--- src/rtl/pipe_ctrl_if.sv ---
// Handshake bundle between the IF/DEC/EXE datapath and the pipeline sequencing controller.
// The datapath side is the master; pipe_ctrl is the slave.
interface pipe_ctrl_if;
    logic       dec_instr_v_i;
    logic       dec_rs1_v_i;
    logic [4:0] dec_rs1_adr_i;
    logic       dec_rs2_v_i;
    logic [4:0] dec_rs2_adr_i;
    logic       dec_mc_v_i;
    logic       exe_load_v_q_i;
    logic [4:0] exe_rd_adr_q_i;
    logic       mc_done_i;
    logic       flush_req_i;
    logic       stall_if_o;
    logic       stall_dec_o;
    logic       bubble_exe_o;
    logic       mc_start_o;
    logic       mc_abort_o;
    logic       flush_v_q_o;
    logic       wdog_err_q_o;

    modport master (
        output dec_instr_v_i, dec_rs1_v_i, dec_rs1_adr_i, dec_rs2_v_i, dec_rs2_adr_i,
        output dec_mc_v_i, exe_load_v_q_i, exe_rd_adr_q_i, mc_done_i, flush_req_i,
        input  stall_if_o, stall_dec_o, bubble_exe_o, mc_start_o, mc_abort_o,
        input  flush_v_q_o, wdog_err_q_o
    );

    modport slave (
        input  dec_instr_v_i, dec_rs1_v_i, dec_rs1_adr_i, dec_rs2_v_i, dec_rs2_adr_i,
        input  dec_mc_v_i, exe_load_v_q_i, exe_rd_adr_q_i, mc_done_i, flush_req_i,
        output stall_if_o, stall_dec_o, bubble_exe_o, mc_start_o, mc_abort_o,
        output flush_v_q_o, wdog_err_q_o
    );
endinterface

--- src/rtl/pipe_ctrl.sv ---
// Pipeline sequencing controller: load-use stall, multi-cycle unit start/done/watchdog
// sequencing, and the registered flush pulse train that follows a redirect.
module pipe_ctrl #(
    parameter int unsigned FLUSH_CYCLES = 2,
    parameter int unsigned MC_TIMEOUT   = 64
) (
    input  logic       clk,
    input  logic       reset_n,
    pipe_ctrl_if.slave pif
);
    localparam int unsigned FCW = 4;
    localparam int unsigned MCW = 8;
    localparam logic [FCW-1:0] FLUSH_RELOAD = FCW'(FLUSH_CYCLES - 1);
    localparam logic [MCW-1:0] MC_LAST      = MCW'(MC_TIMEOUT - 1);

    typedef enum logic [1:0] {
        RUN      = 2'd0,
        LD_STALL = 2'd1,
        MC_WAIT  = 2'd2,
        FLUSH    = 2'd3
    } state_e;

    state_e         state_q, state_d;
    logic [FCW-1:0] flush_cnt_q, flush_cnt_d;
    logic [MCW-1:0] mc_cnt_q, mc_cnt_d;
    logic           flush_v_q, flush_v_d;
    logic           wdog_err_q, wdog_err_d;

    logic rs1_hit, rs2_hit, load_hazard, mc_issue;
    logic stall_c, start_c, abort_c;

    // x0 is hardwired zero, so a load targeting it never produces a dependency.
    assign rs1_hit     = pif.dec_rs1_v_i & (pif.dec_rs1_adr_i == pif.exe_rd_adr_q_i);
    assign rs2_hit     = pif.dec_rs2_v_i & (pif.dec_rs2_adr_i == pif.exe_rd_adr_q_i);
    assign load_hazard = pif.dec_instr_v_i & pif.exe_load_v_q_i &
                         (pif.exe_rd_adr_q_i != 5'd0) & (rs1_hit | rs2_hit);
    assign mc_issue    = pif.dec_instr_v_i & pif.dec_mc_v_i;

    always_ff @(posedge clk or negedge reset_n) begin
        if (!reset_n) begin
            state_q     <= RUN;
            flush_cnt_q <= '0;
            mc_cnt_q    <= '0;
            flush_v_q   <= 1'b0;
            wdog_err_q  <= 1'b0;
        end else begin
            state_q     <= state_d;
            flush_cnt_q <= flush_cnt_d;
            mc_cnt_q    <= mc_cnt_d;
            flush_v_q   <= flush_v_d;
            wdog_err_q  <= wdog_err_d;
        end
    end

    always_comb begin
        state_d     = state_q;
        flush_cnt_d = flush_cnt_q;
        mc_cnt_d    = mc_cnt_q;
        flush_v_d   = flush_v_q;
        wdog_err_d  = wdog_err_q;
        stall_c     = 1'b0;
        start_c     = 1'b0;
        abort_c     = 1'b0;

        if (pif.flush_req_i) begin
            // Redirect wins over everything; an in-flight mc op is killed even if it just finished.
            state_d     = FLUSH;
            flush_cnt_d = FLUSH_RELOAD;
            flush_v_d   = 1'b1;
            abort_c     = (state_q == MC_WAIT);
        end else begin
            unique case (state_q)
                RUN: begin
                    if (load_hazard) begin
                        stall_c = 1'b1;
                        state_d = LD_STALL;
                    end else if (mc_issue) begin
                        start_c  = 1'b1;
                        mc_cnt_d = '0;
                        state_d  = MC_WAIT;
                    end
                end
                LD_STALL: begin
                    // Load data is on the RF fast-forward now, so DEC may issue.
                    state_d = RUN;
                end
                MC_WAIT: begin
                    if (mc_cnt_q == MC_LAST) begin
                        abort_c    = 1'b1;
                        wdog_err_d = 1'b1;
                        state_d    = RUN;
                    end else if (pif.mc_done_i) begin
                        state_d = RUN;
                    end else begin
                        stall_c  = 1'b1;
                        mc_cnt_d = mc_cnt_q + MCW'(1);
                    end
                end
                FLUSH: begin
                    if (flush_cnt_q == '0) begin
                        flush_v_d = 1'b0;
                        state_d   = RUN;
                    end else begin
                        flush_cnt_d = flush_cnt_q - FCW'(1);
                    end
                end
                default: state_d = RUN;
            endcase
        end
    end

    // Combinational outputs are held low while reset is asserted.
    assign pif.stall_if_o   = reset_n & stall_c;
    assign pif.stall_dec_o  = reset_n & stall_c;
    assign pif.bubble_exe_o = reset_n & stall_c;
    assign pif.mc_start_o   = reset_n & start_c;
    assign pif.mc_abort_o   = reset_n & abort_c;
    assign pif.flush_v_q_o  = flush_v_q;
    assign pif.wdog_err_q_o = wdog_err_q;
endmodule

--- src/flat_wrapper.sv ---
// flat-port wrapper written by rule: the top's interface ports become plain ports
module pipe_ctrl_flat 
#(
    parameter int unsigned FLUSH_CYCLES = 2,
    parameter int unsigned MC_TIMEOUT   = 64
)
  (clk, reset_n, pif_dec_instr_v_i, pif_dec_rs1_v_i, pif_dec_rs1_adr_i, pif_dec_rs2_v_i, pif_dec_rs2_adr_i, pif_dec_mc_v_i, pif_exe_load_v_q_i, pif_exe_rd_adr_q_i, pif_mc_done_i, pif_flush_req_i, pif_stall_if_o, pif_stall_dec_o, pif_bubble_exe_o, pif_mc_start_o, pif_mc_abort_o, pif_flush_v_q_o, pif_wdog_err_q_o);
  pipe_ctrl_if pif_i ();
  input  logic clk;
  input  logic reset_n;
  input wire logic [$bits(pif_i.dec_instr_v_i)-1:0] pif_dec_instr_v_i;
  input wire logic [$bits(pif_i.dec_rs1_v_i)-1:0] pif_dec_rs1_v_i;
  input wire logic [$bits(pif_i.dec_rs1_adr_i)-1:0] pif_dec_rs1_adr_i;
  input wire logic [$bits(pif_i.dec_rs2_v_i)-1:0] pif_dec_rs2_v_i;
  input wire logic [$bits(pif_i.dec_rs2_adr_i)-1:0] pif_dec_rs2_adr_i;
  input wire logic [$bits(pif_i.dec_mc_v_i)-1:0] pif_dec_mc_v_i;
  input wire logic [$bits(pif_i.exe_load_v_q_i)-1:0] pif_exe_load_v_q_i;
  input wire logic [$bits(pif_i.exe_rd_adr_q_i)-1:0] pif_exe_rd_adr_q_i;
  input wire logic [$bits(pif_i.mc_done_i)-1:0] pif_mc_done_i;
  input wire logic [$bits(pif_i.flush_req_i)-1:0] pif_flush_req_i;
  output wire logic [$bits(pif_i.stall_if_o)-1:0] pif_stall_if_o;
  output wire logic [$bits(pif_i.stall_dec_o)-1:0] pif_stall_dec_o;
  output wire logic [$bits(pif_i.bubble_exe_o)-1:0] pif_bubble_exe_o;
  output wire logic [$bits(pif_i.mc_start_o)-1:0] pif_mc_start_o;
  output wire logic [$bits(pif_i.mc_abort_o)-1:0] pif_mc_abort_o;
  output wire logic [$bits(pif_i.flush_v_q_o)-1:0] pif_flush_v_q_o;
  output wire logic [$bits(pif_i.wdog_err_q_o)-1:0] pif_wdog_err_q_o;
  assign pif_i.dec_instr_v_i = pif_dec_instr_v_i;
  assign pif_i.dec_rs1_v_i = pif_dec_rs1_v_i;
  assign pif_i.dec_rs1_adr_i = pif_dec_rs1_adr_i;
  assign pif_i.dec_rs2_v_i = pif_dec_rs2_v_i;
  assign pif_i.dec_rs2_adr_i = pif_dec_rs2_adr_i;
  assign pif_i.dec_mc_v_i = pif_dec_mc_v_i;
  assign pif_i.exe_load_v_q_i = pif_exe_load_v_q_i;
  assign pif_i.exe_rd_adr_q_i = pif_exe_rd_adr_q_i;
  assign pif_i.mc_done_i = pif_mc_done_i;
  assign pif_i.flush_req_i = pif_flush_req_i;
  assign pif_stall_if_o = pif_i.stall_if_o;
  assign pif_stall_dec_o = pif_i.stall_dec_o;
  assign pif_bubble_exe_o = pif_i.bubble_exe_o;
  assign pif_mc_start_o = pif_i.mc_start_o;
  assign pif_mc_abort_o = pif_i.mc_abort_o;
  assign pif_flush_v_q_o = pif_i.flush_v_q_o;
  assign pif_wdog_err_q_o = pif_i.wdog_err_q_o;
  pipe_ctrl #(.FLUSH_CYCLES(FLUSH_CYCLES), .MC_TIMEOUT(MC_TIMEOUT)) u_core (.clk(clk), .reset_n(reset_n), .pif(pif_i));
endmodule
--- config.mk ---
export PLATFORM = sky130hd
export DESIGN_NAME = pipe_ctrl_flat
export DESIGN_NICKNAME = d
export VERILOG_FILES = /design/src/rtl/pipe_ctrl_if.sv /design/src/rtl/pipe_ctrl.sv /design/src/flat_wrapper.sv
export SDC_FILE = /design/constraint.sdc
export NUM_CORES = 1
export LEC_CHECK = 0
export ABC_AREA = 1
export CAP_MARGIN = 20
export CELL_PAD_IN_SITES_DETAIL_PLACEMENT = 0
export CELL_PAD_IN_SITES_GLOBAL_PLACEMENT = 1
export CORE_UTILIZATION = 34
export DETAILED_ROUTE_END_ITERATION = 6
export PLACE_DENSITY = 0.84
export SLEW_MARGIN = 0
export SYNTH_ARGS = -nofsm -noshare
export SYNTH_HDL_FRONTEND = slang
export SYNTH_SLANG_ARGS = --single-unit
--- constraint.sdc ---
create_clock -name clk -period 1.9 [get_ports clk]
set_clock_uncertainty 0.05 [all_clocks]
set_input_delay 0.38 -clock clk [delete_from_list [all_inputs] [get_ports clk]]
set_output_delay 0.38 -clock clk [all_outputs]
set_load 0.005 [all_outputs]
Yosys cells after proc, flatten, opt, wreduce, memory -nomap -nowiden
Index checks and enable logic that the tools add are counted.
{"block": "word_totals", "regBits": 16, "input_bits": 24}
{"block": "classes", "addsub": 2, "n_eq_ne": 14, "n_mux": 30, "bitwise": 11, "n_reduce_logical": 11}
{"cell": "$mux 8", "count": 4}
{"cell": "$pmux 8 s2", "count": 1}
{"cell": "$mux 1", "count": 14}
{"cell": "$mux 2", "count": 6}
{"cell": "$mux 4", "count": 3}
{"cell": "$eq 5x5->1", "count": 2}
{"cell": "$and 1x1->1", "count": 9}
{"cell": "$add 8x1->8 const B", "count": 1}
{"cell": "$eq 8x6->1 const B", "count": 1}
{"cell": "$ne 2x2->1 const B", "count": 4}
{"cell": "$pmux 2 s4", "count": 1}
{"cell": "$reduce_and 3->1", "count": 2}
{"cell": "$reduce_and 6->1", "count": 1}
{"cell": "$reduce_bool 2->1", "count": 3}
{"cell": "$reduce_bool 5->1", "count": 1}
{"cell": "$eq 2x2->1 const B", "count": 2}
{"cell": "$logic_not 4->1", "count": 1}
{"cell": "$ne 4x2->1 const B", "count": 1}
{"cell": "$ne 4x4->1 const B", "count": 1}
{"cell": "$reduce_and 2->1", "count": 2}
{"cell": "$sub 4x1->4 const B", "count": 1}
{"cell": "$ne 3x2->1 const B", "count": 1}
{"cell": "$eq 2x1->1 const B", "count": 1}
{"cell": "$logic_not 2->1", "count": 1}
{"cell": "other kinds (4)", "count": 4}

Depth between registers and ports, before layout
{"block": "depth", "ltp_word": 8, "depth_mapped": 11, "depth_no_buf": 11}

Worst setup path after synthesis
No wires, ideal clock.
{"block": "synth_path", "kind": "reg-to-output", "from": "reg u_core.mc_cnt_q[0]", "to": "out pif_stall_dec_o", "arrival_time_ps": 1470, "required_time_ps": 1470, "path_slack_ps": 0, "stages_incl_launch_ff": 8, "path_buffers": 1, "cell_sequence": "dfrtp_1 -> ha_1 -> nand2_1 -> nor3_4 -> nand2_1 -> nand3_1 -> a211oi_1 -> buf_4"}
{"block": "synth_via", "elab_chain_cells": 5}
{"element": "start: declaration", "line": "pipe_ctrl.sv:25", "rtl": "logic [MCW-1:0] mc_cnt_q, mc_cnt_d;"}
{"element": "start signal: assignment", "line": "pipe_ctrl.sv:49", "rtl": "mc_cnt_q <= mc_cnt_d;"}
{"element": "$eq 8x6->1", "line": "pipe_ctrl.sv:88", "rtl": "if (mc_cnt_q == MC_LAST) begin"}
{"element": "$mux 1", "line": "pipe_ctrl.sv:88"}
{"element": "$pmux 1 s2", "line": "pipe_ctrl.sv:72", "rtl": "unique case (state_q)"}
{"element": "$mux 1", "line": "pipe_ctrl.sv:65", "rtl": "if (pif.flush_req_i) begin"}
{"element": "$and 1x1->1"}
{"element": "end: declaration", "line": "flat_wrapper.sv:22", "rtl": "output wire logic [$bits(pif_i.stall_dec_o)-1:0] pif_stall_dec_o;"}
No other way between the ends.

==> qor.csv <==
stage;metric;value;unit
grt;total grt overflow;0;
cells_and_area;most frequent cells in the layout;54 x nand2_1, 32 x buf_4, 24 x inv_1;
outcome;violated checks;negative setup slack;
setup_path;CP Data Required Time;1.47;ns
detailed_routing;vias post-DR;1270;
sta;RSZ-0062 raised after global routing;yes;
sta;# setup viols final;5;
placed_design;DP Wirelength;2310;µm
setup_path;Arr. time, crit path;1.64;ns
floorplanning;DIE AREA;3940;µm²
clock_network;Hold-fix buffers, CTS;0;
detailed_routing;initial drt markers;61;
synth;Mapped Nets;209;
sta;worst-margin pin slew;0.284;ns
placed_design;GP Congestion;0.764;
sta;Hold Violations, Final;0;
detailed_routing;Pre-Repair DR Iteration Count;4;
sta;max frequency;482;MHz
floorplanning;num rows;21;
setup_path;Max FO, Critical Path;2;
grt;initial antenna violation count;0;
synth;Seq cells post-synth;16;
setup_path;CP Class;register to output port;
clock_network;total CTS buffers;3;
placed_design;pre-CTS setup slack;-0.870;ns
synth;Mapped Cells;182;
synth;Ys Warns;0;
cells_and_area;Final #Nets;275;
setup_path;Slowest cell on crit path;dfrtp_1;
detailed_routing;post-route ant nets;0;
sta;period utilization;109;%
detailed_routing;vias per std cell;4.35;
hold_path;Hold WC Path Type;register to register;
power_and_ir_drop;Leak;0.00102;µW
grt;largest net degree at the start of global routing;17;
setup_path;CP dominant cell by count;nand2_4;
synth;Post-Syn Area;1250;µm²
sta;fin. max-slew vios;0;
clock_network;CTS Buffer Depth;2;
sta;post-layout worst setup margin;-0.174;ns
outcome;outcome;complete, but fails checks;
setup_path;CP endpoint kind;output port;
setup_path;CP startpoint kind;register;
setup_path;worst-path cell chain;ha_2 > nand2_4 > nor3_4 > buf_6 > nand3_4 > o2111ai_2 > inv_2 > nand2_4 > nor3_2 > buf_2;
clock_network;TritonCTS Sinks;16;
cells_and_area;Final Util;54.9;%
cells_and_area;design area;1890;µm²
clock_network;CTS tree;built;
floorplanning;Starting Density;36.5;%
grt;vias in the first global route;1207;
placed_design;placed cell area;1770;µm²
power_and_ir_drop;P per Cell Area;713;nW/µm²
synth;Syn Area/Cell;6.90;µm²
detailed_routing;# DRC;0;
placed_design;input/output buffers;30;
sta;final worst path period need;2.07;ns
job;max cap viols;0;
grt;global-route wire length before repair;5110;µm
setup_path;CP Buf/Inv Count;3;
power_and_ir_drop;peak supply drop;0.476;mV
detailed_routing;DR WL/cell;10.1;µm
floorplanning;core box area;3440;µm²
floorplanning;chip height;62.8;µm
clock_network;Worst-Skew Late Latency;0.25;ns
detailed_routing;drt total wl;2960;µm
synth;sequential cell area fraction in the yosys report;31.9;%
cells_and_area;commonest non-fill, non-tap cell in the layout;nand2_1;
floorplanning;Die W;62.8;µm
setup_path;max incr delay on CP;0.36;ns
floorplanning;IO Pins;31;
grt;GRT Total Usage;16.2;%
synth;synth unique cells;28;
setup_path;CP delay by family, top;simple AND/OR/NAND/NOR gates;
clock_network;H-tree levels;1;
clock_network;clk slew on worst S/H paths;0.06;ns
cells_and_area;fraction of layout cells with a size suffix above 1;32.5;%
cells_and_area;# diodes;0;
cells_and_area;Area growth syn-to-layout;50.6;%
clock_network;CTS root buf;clkbuf_8;
sta;slew margin rel.;81.0;%
report_power, final:
group          total (µW)  switching [µW]  internal (µW)  leakage [µW]
combinational         636             340            296      0.000791
sequential            462            53.3            409      0.000206
clock                 250             110            140     0.0000216
path summary, 6_finish.rpt:
kind / from / depth (start not counted) / to / slack, ns
max in group asynchronous: reset_n / 2 / u_core.flush_cnt_q[1] / 1.15
min reg2reg: u_core.pif.wdog_err_q_o / 1 / u_core.pif.wdog_err_q_o / 0.43
min: u_core.pif.wdog_err_q_o / 1 / u_core.pif.wdog_err_q_o / 0.43
max: u_core.mc_cnt_q[0] / 10 / pif_mc_start_o / -0.17
max reg2reg: u_core.mc_cnt_q[0] / 11 / u_core.mc_cnt_q[4] / 0.19
min in group asynchronous: reset_n / 2 / u_core.mc_cnt_q[4] / 0.46
layer usage:
metal  global-route usage, %  up-vias  share of wire (%)
met5                       0        -                  0
met4                    2.62        0                  0
met3                    4.20        0                3.5
met2                    27.2       19                 49
met1                    21.3      558                 48
li1                        -      693                  -
through the flow:
stage	hold slack (ns)	power [µW]	setup TNS [ns]	instances
after detailed placement	0.423	1080	-5.91	280
after global routing	0.462	1470	-1.16	292
after floorplan	0.0344	832	0	182
final	0.432	1350	-0.667	292
after CTS	0.440	1340	-0.927	286
after global placement	0.422	1080	-5.49	280
synth_stat cells (all sizes together):
| cell type | count | area (µm²) |
|---|---|---|
| ha | 3 | 37.5 |
| buf | 3 | 35.0 |
| inv | 30 | 115 |
| xor2 | 3 | 26.3 |
| o2111ai | 1 | 15.0 |
| o21ai | 9 | 63.8 |
| nand4 | 4 | 25.0 |
| nand2 | 63 | 257 |
| or2 | 3 | 18.8 |
| dfrtp | 16 | 400 |
| a211oi | 2 | 15.0 |
| nor2 | 21 | 95.1 |
| o21bai | 1 | 7.51 |
| nor3 | 5 | 41.3 |
| nand3 | 16 | 90.1 |
| a21oi | 1 | 5.00 |
| nand3b | 1 | 7.51 |
state kept, by name (all words and copies together), names as in the netlist:
name / flops
u_core.pif.wdog_err_q_o: 1
u_core.state_q: 2
u_core.mc_cnt_q: 8
u_core.flush_cnt_q: 4
u_core.pif.flush_v_q_o: 1
worst register-to-register path, cell delays in order (launching register included):
cell and delay [ns]:
dfrtp_1 0.36, ha_2 0.21, nand2_4 0.06, nor3_4 0.18
buf_6 0.14, nand3_4 0.06, o2111ai_2 0.09, inv_2 0.07
nand2_4 0.06, buf_4 0.21, nand2_1 0.09, o21ai_2 0.06
layout make-up:
cell class	instances	area [µm²]
fill	340	1550
multi-input combinational	133	749
timing repair buffer	64	527
sequential	16	400
inverter	30	115
tap	46	57.6
clock buffer	3	41.3
cells by family (layout without fill, tap and decap cells):
group	count (synthesis)	after routing	share of synthesized area, %
compound gates	14	14	8.47
xor+xnor	3	3	2.09
fa+ha+maj	3	3	2.99
buf+inv	33	97	12.0
flops	16	16	31.9
simple gates	113	113	42.6
repair_timing:
| item | in CTS | in global routing |
|---|---|---|
| gates resized for setup | 52 | 17 |
| setup buffers | 3 | 6 |
| endpoints found under the setup margin | 11 | 5 |
| pin swaps | 16 | 13 |
| gates cloned | 0 | 0 |
Power figures use the tool's default switching activity.
